### config.mk
export PLATFORM = sky130hd
export DESIGN_NAME = ps2_host_tx
export DESIGN_NICKNAME = d
export VERILOG_FILES = /design/src/rtl/ps2_pkg.sv /design/src/rtl/ps2_line_sync.sv /design/src/rtl/ps2_host_tx.sv
export SDC_FILE = /design/constraint.sdc
export NUM_CORES = 1
export LEC_CHECK = 0
export CAP_MARGIN = 0
export CORE_ASPECT_RATIO = 0.8
export CORE_MARGIN = 3
export CORE_UTILIZATION = 31
export CTS_BUF_LIST = sky130_fd_sc_hd__clkbuf_2
export DETAILED_ROUTE_END_ITERATION = 12
export HOLD_SLACK_MARGIN = 0.08
export PLACE_DENSITY = 0.57
export SLEW_MARGIN = 5
export SYNTH_ARGS = -nofsm -noshare
export SYNTH_HDL_FRONTEND = slang
export SYNTH_HIERARCHICAL = 1
export SYNTH_SLANG_ARGS = --single-unit
export TNS_END_PERCENT = 10
### constraint.sdc
create_clock -name clk -period 2.2 [get_ports clk]
set_input_delay 0.55 -clock clk [delete_from_list [all_inputs] [get_ports clk]]
set_output_delay 0.55 -clock clk [all_outputs]
set_load 0.01 [all_outputs]
### src/rtl/ps2_pkg.sv
// Shared types and cycle-count helpers for the PS/2 host-side blocks.
// Cycle counts are derived from the clock frequency and a duration in microseconds.
package ps2_pkg;

  typedef enum logic [2:0] {
    ST_IDLE,
    ST_INHIBIT,
    ST_REQ,
    ST_WAIT_CLK,
    ST_SEND,
    ST_ACK,
    ST_WAIT_IDLE,
    ST_TIMEOUT
  } ps2_tx_state_t;

  function automatic int unsigned us_to_cycles(input int unsigned freq_hz,
                                               input int unsigned us);
    return (freq_hz / 1_000_000) * us;
  endfunction

  function automatic int unsigned max_u(input int unsigned a, input int unsigned b);
    return (a > b) ? a : b;
  endfunction

endpackage

### src/rtl/ps2_line_sync.sv
// Two-flop synchronizer for one PS/2 pin, plus a registered falling-edge strobe.
// Flops reset to 1 (the idle level of an open-drain line) so reset never fakes an edge.
module ps2_line_sync (
  input  logic clk,
  input  logic reset_i,
  input  logic pin_i,
  output logic level_o,
  output logic fall_o
);

  logic meta_q;
  logic sync_q;
  logic prev_q;
  logic fall_q;

  always_ff @(posedge clk or posedge reset_i) begin
    if (reset_i) begin
      meta_q <= 1'b1;
      sync_q <= 1'b1;
      prev_q <= 1'b1;
      fall_q <= 1'b0;
    end else begin
      meta_q <= pin_i;
      sync_q <= meta_q;
      prev_q <= sync_q;
      fall_q <= prev_q & ~sync_q;
    end
  end

  assign level_o = sync_q;
  assign fall_o  = fall_q;

endmodule

### src/rtl/ps2_host_tx.sv
// Host-to-device PS/2 transmitter: inhibits the bus, issues a request-to-send,
// then shifts start/data/parity/stop out on device clock edges and checks the ack.
module ps2_host_tx
  import ps2_pkg::*;
#(
  parameter int unsigned FREQ_HZ           = 25_000_000,
  parameter int unsigned INHIBIT_US        = 100,
  parameter int unsigned START_TIMEOUT_US  = 15000,
  parameter int unsigned PACKET_TIMEOUT_US = 2000
) (
  input  logic       clk,
  input  logic       reset_i,
  input  logic [7:0] tx_data_i,
  input  logic       tx_valid_i,
  output logic       tx_ready_o,
  output logic       busy_o,
  output logic       done_o,
  output logic       ack_err_o,
  output logic       timeout_o,
  input  logic       ps2_clk_i,
  input  logic       ps2_data_i,
  output logic       ps2_clk_oe_o,
  output logic       ps2_data_oe_o
);

  localparam int unsigned US_CYCLES      = us_to_cycles(FREQ_HZ, 1);
  localparam int unsigned INHIBIT_CYCLES = us_to_cycles(FREQ_HZ, INHIBIT_US);
  localparam int unsigned START_CYCLES   = us_to_cycles(FREQ_HZ, START_TIMEOUT_US);
  localparam int unsigned PACKET_CYCLES  = us_to_cycles(FREQ_HZ, PACKET_TIMEOUT_US);
  // Sized for the longer of the two timeouts so either can be loaded.
  localparam int unsigned TIMER_MAX      = max_u(START_CYCLES, PACKET_CYCLES);
  localparam int          TW             = $clog2(TIMER_MAX + 1);

  localparam logic [TW-1:0] INHIBIT_LOAD = TW'(INHIBIT_CYCLES - 1);
  localparam logic [TW-1:0] REQ_LOAD     = TW'(US_CYCLES - 1);
  localparam logic [TW-1:0] START_LOAD   = TW'(START_CYCLES - 1);
  localparam logic [TW-1:0] PACKET_LOAD  = TW'(PACKET_CYCLES - 1);

  ps2_tx_state_t state_q, state_d;
  logic [TW-1:0] timer_q, timer_d;
  logic [3:0]    bit_idx_q, bit_idx_d;
  logic [9:0]    frame_q, frame_d;
  logic          clk_oe_q, clk_oe_d;
  logic          data_oe_q, data_oe_d;
  logic          done_q, done_d;
  logic          ack_err_q, ack_err_d;
  logic          ack_bad_q, ack_bad_d;

  logic clk_level;
  logic clk_fall;
  logic data_level;
  logic data_fall_unused;

  ps2_line_sync u_clk_sync (
    .clk     (clk),
    .reset_i (reset_i),
    .pin_i   (ps2_clk_i),
    .level_o (clk_level),
    .fall_o  (clk_fall)
  );

  ps2_line_sync u_data_sync (
    .clk     (clk),
    .reset_i (reset_i),
    .pin_i   (ps2_data_i),
    .level_o (data_level),
    .fall_o  (data_fall_unused)
  );

  always_comb begin
    state_d   = state_q;
    timer_d   = (timer_q != '0) ? timer_q - TW'(1) : timer_q;
    bit_idx_d = bit_idx_q;
    frame_d   = frame_q;
    clk_oe_d  = 1'b0;
    data_oe_d = data_oe_q;
    done_d    = 1'b0;
    ack_err_d = 1'b0;
    ack_bad_d = ack_bad_q;

    unique case (state_q)
      ST_IDLE: begin
        data_oe_d = 1'b0;
        if (tx_valid_i) begin
          // Frame LSB first: data, odd parity, then a 1 that releases the line as stop.
          frame_d   = {1'b1, ~^tx_data_i, tx_data_i};
          bit_idx_d = 4'd0;
          ack_bad_d = 1'b0;
          timer_d   = INHIBIT_LOAD;
          clk_oe_d  = 1'b1;
          state_d   = ST_INHIBIT;
        end
      end
      ST_INHIBIT: begin
        clk_oe_d  = 1'b1;
        data_oe_d = 1'b0;
        if (timer_q == '0) begin
          data_oe_d = 1'b1;
          timer_d   = REQ_LOAD;
          state_d   = ST_REQ;
        end
      end
      ST_REQ: begin
        clk_oe_d  = 1'b1;
        data_oe_d = 1'b1;
        if (timer_q == '0) begin
          clk_oe_d = 1'b0;
          timer_d  = START_LOAD;
          state_d  = ST_WAIT_CLK;
        end
      end
      ST_WAIT_CLK: begin
        data_oe_d = 1'b1;
        if (clk_fall) begin
          data_oe_d = ~frame_q[0];
          frame_d   = {1'b0, frame_q[9:1]};
          bit_idx_d = 4'd1;
          timer_d   = PACKET_LOAD;
          state_d   = ST_SEND;
        end else if (timer_q == '0) begin
          data_oe_d = 1'b0;
          state_d   = ST_TIMEOUT;
        end
      end
      ST_SEND: begin
        if (clk_fall) begin
          data_oe_d = ~frame_q[0];
          frame_d   = {1'b0, frame_q[9:1]};
          bit_idx_d = bit_idx_q + 4'd1;
          if (bit_idx_q == 4'd9) begin
            state_d = ST_ACK;
          end
        end else if (timer_q == '0) begin
          data_oe_d = 1'b0;
          state_d   = ST_TIMEOUT;
        end
      end
      ST_ACK: begin
        data_oe_d = 1'b0;
        if (clk_fall) begin
          ack_bad_d = data_level;
          state_d   = ST_WAIT_IDLE;
        end else if (timer_q == '0) begin
          state_d = ST_TIMEOUT;
        end
      end
      ST_WAIT_IDLE: begin
        data_oe_d = 1'b0;
        // Hold here for the pulse cycle so ready only returns afterwards.
        if (done_q) begin
          state_d = ST_IDLE;
        end else if (clk_level && data_level) begin
          done_d    = 1'b1;
          ack_err_d = ack_bad_q;
        end
      end
      ST_TIMEOUT: begin
        data_oe_d = 1'b0;
        state_d   = ST_IDLE;
      end
      default: begin
        data_oe_d = 1'b0;
        state_d   = ST_IDLE;
      end
    endcase
  end

  always_ff @(posedge clk or posedge reset_i) begin
    if (reset_i) begin
      state_q   <= ST_IDLE;
      timer_q   <= '0;
      bit_idx_q <= 4'd0;
      frame_q   <= 10'd0;
      clk_oe_q  <= 1'b0;
      data_oe_q <= 1'b0;
      done_q    <= 1'b0;
      ack_err_q <= 1'b0;
      ack_bad_q <= 1'b0;
    end else begin
      state_q   <= state_d;
      timer_q   <= timer_d;
      bit_idx_q <= bit_idx_d;
      frame_q   <= frame_d;
      clk_oe_q  <= clk_oe_d;
      data_oe_q <= data_oe_d;
      done_q    <= done_d;
      ack_err_q <= ack_err_d;
      ack_bad_q <= ack_bad_d;
    end
  end

  assign tx_ready_o    = (state_q == ST_IDLE);
  assign busy_o        = ~tx_ready_o;
  assign done_o        = done_q;
  assign ack_err_o     = ack_err_q;
  assign timeout_o     = (state_q == ST_TIMEOUT);
  assign ps2_clk_oe_o  = clk_oe_q;
  assign ps2_data_oe_o = data_oe_q;

endmodule
=== Word level (Yosys, flattened, before mapping) ===
Index checks and enable logic that the tools add are counted.

* Add/subtract/negate cells: 2
* Eq/ne operators: 18
* Muxes and demuxes: 40
* Bitwise logic cells: 4
* Reductions and logical operators: 14

{| class="wikitable"
|+ Operators with widths
! cell !! number
|-
| two-way mux 19 bit || 5
|-
| one-hot mux 19 bit (4 select lines) || 1
|-
| two-way mux 3 bit || 9
|-
| one-hot mux 3 bit (8 select lines) || 1
|-
| two-way mux 10 bit || 2
|-
| one-hot mux 10 bit (2 select lines) || 1
|-
| zero test 19 bit || 1
|-
| nonzero test 19 bit || 1
|-
| subtractor 19 x 1 -> 19 bit (second input constant) || 1
|-
| two-way mux 1 bit || 14
|-
| equality test 3 bit (second input constant) || 4
|-
| two-way mux 4 bit || 3
|-
| one-hot mux 4 bit (3 select lines) || 1
|-
| != test 2 x 1 -> 1 bit (second input constant) || 4
|-
| != test 2 bit (second input constant) || 4
|-
| XNOR reduction 8 bit || 1
|-
| equality test 3 x 2 -> 1 bit (second input constant) || 2
|-
| AND reduction 3 bit || 2
|-
| one-hot mux 1 bit (5 select lines) || 1
|-
| AND reduction 5 bit || 1
|-
| adder 4 x 1 -> 4 bit (second input constant) || 1
|-
| equality test 4 bit (second input constant) || 1
|-
| AND reduction 4 bit || 1
|-
| nonzero test 2 bit || 2
|-
| other kinds (12) || 14
|}

* Flip-flop bits (word level): 47
* Output and inout port bits: 7

=== Depth between registers and ports, before layout ===
* Word-level depth: 4
* Gate-level depth with buffers: 10
* Mapped depth without buffers: 10

=== Hierarchy ===
Netlist, hierarchy kept.

{| class="wikitable"
|+ Modules (own cells, without submodules)
! module !! instances !! cells each !! area each (sq um)
|-
| ps2_host_tx || 1 || 276 || 2532.4
|-
| ps2_line_sync || 2 || 6 || 121.4
|}

=== Worst setup path after synthesis ===
No wires, ideal clock.

* Path type: register to register
* From: reg timer_q[11]
* To: reg timer_q[0]
* Setup time: 0.120 ns
* Arrival: 2.038 ns
* Required time: 2.080 ns
* Setup slack: 0.042 ns
* Stages on the path, launching flop included: 10
* Buffers on the path: 0
* Cells stage by stage: dfrtp_1 nor4_4 nand4b_4 nor2_1 inv_2 ha_1 inv_1 o22ai_1 a222oi_1 a31o_2

* Longest elaborated chain between the ends: 4

{| class="wikitable"
|+ RTL lines
! item !! line !! text
|-
| from (decl) || ps2_host_tx.sv:40 || <nowiki>logic [TW-1:0] timer_q, timer_d;</nowiki>
|-
| from (signal assigned) || ps2_host_tx.sv:181 || <nowiki>timer_q <= timer_d;</nowiki>
|-
| nonzero test 19 bit || ps2_host_tx.sv:72 || <nowiki>timer_d = (timer_q != '0) ? timer_q - TW'(1) : timer_q;</nowiki>
|-
| two-way mux 19 bit || ps2_host_tx.sv:72 ||
|-
| two-way mux 19 bit (on tied branches) || n/a ||
|-
| one-hot mux 19 bit (4 select lines) (*) || ps2_host_tx.sv:81 || <nowiki>unique case (state_q)</nowiki>
|-
| via timer_d[0] || ps2_host_tx.sv:40 ||
|}

Mark *: on every way through the listed nets, which the timed path passes. The rest lies on a longest branch.
A chain may end at the register's enable or synchronous reset.

=== Worst setup path after layout ===
* From: reg timer_q[14]
* To: reg timer_q[0]

Same word-level chain as after synthesis.

==> flow_summary.ini <==
[cts]
cts.reportedPaths.clkPinSlew_ns = 0.24
cts_hold_buf = 0
cts_tree = yes
max-clock-path-buffers = 2
clock_sinks = 47
cts_inserted_buffers = 5
htree_levels = 2
clock_latency_ns = 0.41
root_buffer = clkbuf_2

[timing]
slew_violations = 0
fmax_ghz = 0.465
tightest_slew_ns = 0.572
hold_viol_final = 0
rsz0062_at_grt = yes
setup-violations-final = 0
timing.final.crit_share = 0.977
skew_ns = 0.0224
fin_crit_ns = 2.15
max-slew-margin-rel = 0.616

[grt]
grt_pass1_vias = 2073
antenna_found_initial = 0
overflow = 0
grtUsageTotal = 0.132
grt_max_degree = 42
grt_pass1_wl_um = 10500

[drt]
antenna_left = 0
wl_met2_um = 2650
dr.pass1.iters = 4
wl_met3_um = 311
vias = 2250
wl_per_cell_um = 14.8
route.detailed.drc = 0
wl_met1_um = 3350
drt-vias-per-instance = 5.20
top_layer_used = met4
drtIter0Drc = 125
totalWireLength_um = 6400

[power_and_ir_drop]
pwr-share-clk = 0.323
p_sw_uw = 317
p_sw_frac = 0.222
peakVddDrop_mv = 0.274
p_leak_nw = 1.47
seqPwrFrac = 0.617
comb_power_share = 0.060
cellPowerDensity_nw_per_um2 = 438
p_int_mw = 1.11
p_total_mw = 1.43

[run_status]
outcome = complete, no violations

[floorplanning]
start_util = 0.330
die_h_um = 89.6
rows = 29
core-area_um2 = 8200
fp.dieW_um = 111
dieArea_um2 = 9910
boundaryPins = 20

[synthesis]
synthesis.area_um2 = 2710
yosysWarnings = 6
synth_cells = 285
synth_fp_nets = 304
avgSynthCellArea_um2 = 9.51

[setup_path]
reg2reg_slack_ns = 0.05
worst-path-max-fanout = 10
r2r-start = timer_q[14]
start_kind = flop
crit_required_ns = 2.57
arrival_ns = 2.52
endpoint_kind = flop
crit_path_start = timer_q[14]
critPathKind = reg -> reg

[cells_and_area]
antenna_cells = 0
final_util = 0.398
fill_cells = 823
drive_gt1_frac = 0.178
syn2layout_area_growth_pct = 20.4
nets = 344

[place]
dpl.hpwl_um = 4700
gp_congestion = 0.888
io_buffers = 19

[job]
drv_cap = 0

[worst_hold_path]
hold_class = in -> async
## final cells by class
cell class / instances / area (um^2) / area share
multi-input cells: 210 / 1430 / 0.437
flip-flops and latches: 47 / 1180 / 0.363
repair buffers: 47 / 404 / 0.124
well taps: 108 / 135 / 0.0414
inverters: 14 / 52.6 / 0.0161
clock buffers: 6 / 30.0 / 0.00921
clock inverters: 1 / 30.0 / 0.00921
## worst max-delay path, stage by stage (launching register included)
cell      delay (ns)
dfrtp_2         0.49
nor4_4          0.40
nand4b_4        0.17
nor2_4          0.15
inv_2           0.04
buf_4           0.17
ha_1            0.19
a222oi_1        0.34
a31o_2          0.16
## power groups by stage
stage / sequential [mW] / clock [mW] / combinational [mW]
after detailed placement: 0.895 / 0 / 0.0877
after CTS: 0.881 / 0.480 / 0.0882
after global placement: 0.895 / 0 / 0.0882
final: 0.881 / 0.462 / 0.0860
after global routing: 0.882 / 0.521 / 0.0951
after floorplan: 0.892 / 0 / 0.0507
## routing by layer
layer  global-route usage  vias up
li1                     -     1094
met1                0.198     1068
met2                0.192       80
met3               0.0194        8
met4               0.0503        0
met5                    0        -
## stage by stage
| stage | setup slack (ns) | setup TNS, ns | std cells | cell area, um^2 | hold WS (ns) |
|---|---|---|---|---|---|
| floorplan | 0.0417 | 0 | 285 | 2710 | 0.314 |
| global placement | 0.171 | 0 | 422 | 3160 | 0.346 |
| detailed placement | 0.116 | 0 | 422 | 3160 | 0.347 |
| CTS | 0.0472 | 0 | 430 | 3230 | 0.317 |
| global route | -0.0482 | -0.0482 | 433 | 3260 | 0.300 |
| finish | 0.0506 | 0 | 433 | 3260 | 0.349 |
## path summary, 6_finish.rpt
check | depth (start not counted) | end
worst max-delay path | 8 | timer_q[0]
worst max register to register | 8 | timer_q[0]
max in group asynchronous | 3 | timer_q[14]
worst min-delay path | 2 | u_clk_sync/fall_o
worst min register to register | 0 | u_data_sync/level_o
min in group clk | 0 | u_data_sync/level_o
## cells in the final DEF (no fill, tap or decap), drive strengths merged, types with 5 or more instances in the layout
cell / n
nor2: 30
nand2: 24
o21ai: 12
xnor2: 15
dfrtp: 42
nand3: 7
inv: 14
ha: 6
xor2: 8
or3: 5
dfstp: 5
buf: 28
a21oi: 25
clkdlybuf4s50: 16
nor3: 7
clkbuf: 6
a31oi: 5
mux2i: 9
## state kept, by name (all words and copies together), names as in the netlist, 3 cells and up
| register | count |
|---|---|
| timer_q | 19 |
| state_q | 3 |
| bit_idx_q | 4 |
| frame_q | 10 |
## timing repair
action	4_1_cts	5_1_grt
setup buffers	1	3
gates cloned	0	0
gates resized for setup	2	5
pin swaps	0	2
setup endpoints to repair	1	3
Note: power is estimated with default switching activity, not from simulation.
==> RTL edit, RTL diff (same flow settings) <==
The parameter `FREQ_HZ` goes from 25_000_000 to 12_500_000.
--- a/src/rtl/ps2_host_tx.sv
+++ b/src/rtl/ps2_host_tx.sv
@@ -3,7 +3,7 @@
 module ps2_host_tx
   import ps2_pkg::*;
 #(
-  parameter int unsigned FREQ_HZ           = 25_000_000,
+  parameter int unsigned FREQ_HZ           = 12_500_000,
   parameter int unsigned INHIBIT_US        = 100,
   parameter int unsigned START_TIMEOUT_US  = 15000,
   parameter int unsigned PACKET_TIMEOUT_US = 2000
Formal check against the unedited RTL: same outputs for any inputs over 10 cycles, from zero or initial values and one cycle with reset_i high; that may be too few to reach the edited logic, so the function may still have changed.
==> RTL edit against the unedited design <==
- die area fell by 6.1%
- the flow now finishes with violations (negative setup slack)
- core utilization grew 1.7 points
- sequential share of layout area increased by 0.098 points
- final area is 2.4% lower
- worst setup slack got worse by 0.068 ns
- critical endpoint is now timer_q[3]
- routed wire length shrank 9.2%
- sequential cell count decreased by 1
- synthesized cell count down 1.8%
- via count decreased by 9.3%
- synthesized area decreased by 6.5%
Power is not compared: it rests on default switching activity, and its combinational part moved more than twofold at a synthesized area within 25%.
==> RTL edit: results (changes against the unedited design) <==
CTS
--------------------------------------------------------------------------------
Later-pin clock latency in the skew report                               0.43 ns   +0.02 ns
Root Driver                                                             clkbuf_2
CTS clock-pin slew for the worst setup and hold paths                    0.27 ns   +0.03 ns

STA
--------------------------------------------------------------------------------
Clock tree skew after final layout                                     0.0290 ns   +0.00662 ns
Pin slew with the least headroom to its limit                           0.502 ns   -0.0699 ns
Final worst setup slack                                               -0.0174 ns   -0.0681 ns
Number of setup violations in the final report                                 1   +1

CRITICAL PATH
--------------------------------------------------------------------------------
Slowest stage cell on the critical path                                    or4_4
Worst EP arrival                                                         2.60 ns   +0.08 ns
Crit-path max cell delay                                                 0.60 ns   +0.11 ns
Largest driver fanout on the critical path                                     5   -5

GRT
--------------------------------------------------------------------------------
Gr usage total                                                             13.4%   +0.18 points
Maximum number of pins on one net before global-route repair                  26   -38%

DRT
--------------------------------------------------------------------------------
Total wire length after detailed routing                                 5810 um   -9.2%
Vias                                                                       2,041   -9.3%
Drt wl/cell                                                              13.5 um   -8.4%
Drt initial violations                                                        80   -36%

RUN STATUS
--------------------------------------------------------------------------------
Failing checks                                                      negative setup slack
Run status                                                          finished, violations left

LOGIC SYNTHESIS
--------------------------------------------------------------------------------
Synthesized area per cell                                              9.05 um^2   -4.8%
Synthesis warning total                                                        6   unchanged
Post-Synthesis Net Count                                                     297   -2.3%

LAYOUT
--------------------------------------------------------------------------------
Fraction of final layout cells with drive strength greater than 1          21.3%   +3.5 points
Largest registers                                                   timer_q: 18 flops, frame_q: 10 flops, bit_idx_q: 4 flops
Nets                                                                         340   -1.2%

PLACEMENT
--------------------------------------------------------------------------------
Placed wire-length estimate after detailed placement                     4270 um   -9.2%
Post-placement cell count                                                    415   -1.7%
Dpl ws                                                                 -0.146 ns   -0.262 ns

RTL edit: metal layers:
metal  part of all wire (%)  global-route usage, %  routed length [um]
met4                   0.71                   2.79                  41
met5                      0                      0                   0
met3                    3.5                   2.74                 203
met2                     42                   19.0                2460
met1                     53                   20.8                3100
RTL edit: cell type report:
class	instances	share of cell area (%)
Multi-Input combinational cell	206	43.0
Sequential cell	46	36.4
Timing Repair Buffer	51	13.5
Tap cell	105	4.13
Inverter	13	1.53
Clock buffer	5	0.786
Clock inverter	3	0.668
RTL edit: worst reg2reg max path, stage by stage, from the launching register on:
cell	delay, ns
dfrtp_1	0.45
or4_4	0.60
nor4b_4	0.28
buf_4	0.18
a31oi_2	0.13
or2_1	0.27
a21oi_4	0.16
nand2b_1	0.13
RTL edit: final timing paths:
check / startpoint / end / slack [ns] / cells past startpoint
max: timer_q[12] / timer_q[3] / -0.02 / 7
min: reset_i / u_clk_sync/fall_o / 0.31 / 2
max reg2reg: timer_q[12] / timer_q[3] / -0.02 / 7
min reg2reg: u_clk_sync/meta_q / u_clk_sync/level_o / 0.38 / 0
max in group asynchronous: reset_i / bit_idx_q[2] / 1.41 / 3
min in group clk: u_clk_sync/meta_q / u_clk_sync/level_o / 0.38 / 0
RTL edit: per-stage QoR:
stage	power (mW)	TNS, ns	area (um^2)	util (%)	hold WS (ns)
floorplan	2.41	0	2540	-	0.314
global placement	2.91	-0.0666	3000	39.1	0.347
detailed placement	2.92	-0.686	3000	39.1	0.347
CTS	3.34	-0.0356	3070	40.1	0.288
global route	3.73	-1.08	3180	41.5	0.262
finish	3.42	-0.0174	3180	41.5	0.305
RTL edit: power breakdown:
part	switching, mW	internal (mW)
sequential	0.186	1.11
clock	0.295	0.0782
combinational	0.968	0.784
total	1.45	1.97
RTL edit: what timing repair did:
item | CTS | global route
buffers inserted | 3 | 3
pin swaps | 1 | 16
setup endpoints to repair | 13 | 20
gates cloned | 0 | 0
resized for setup | 6 | 21
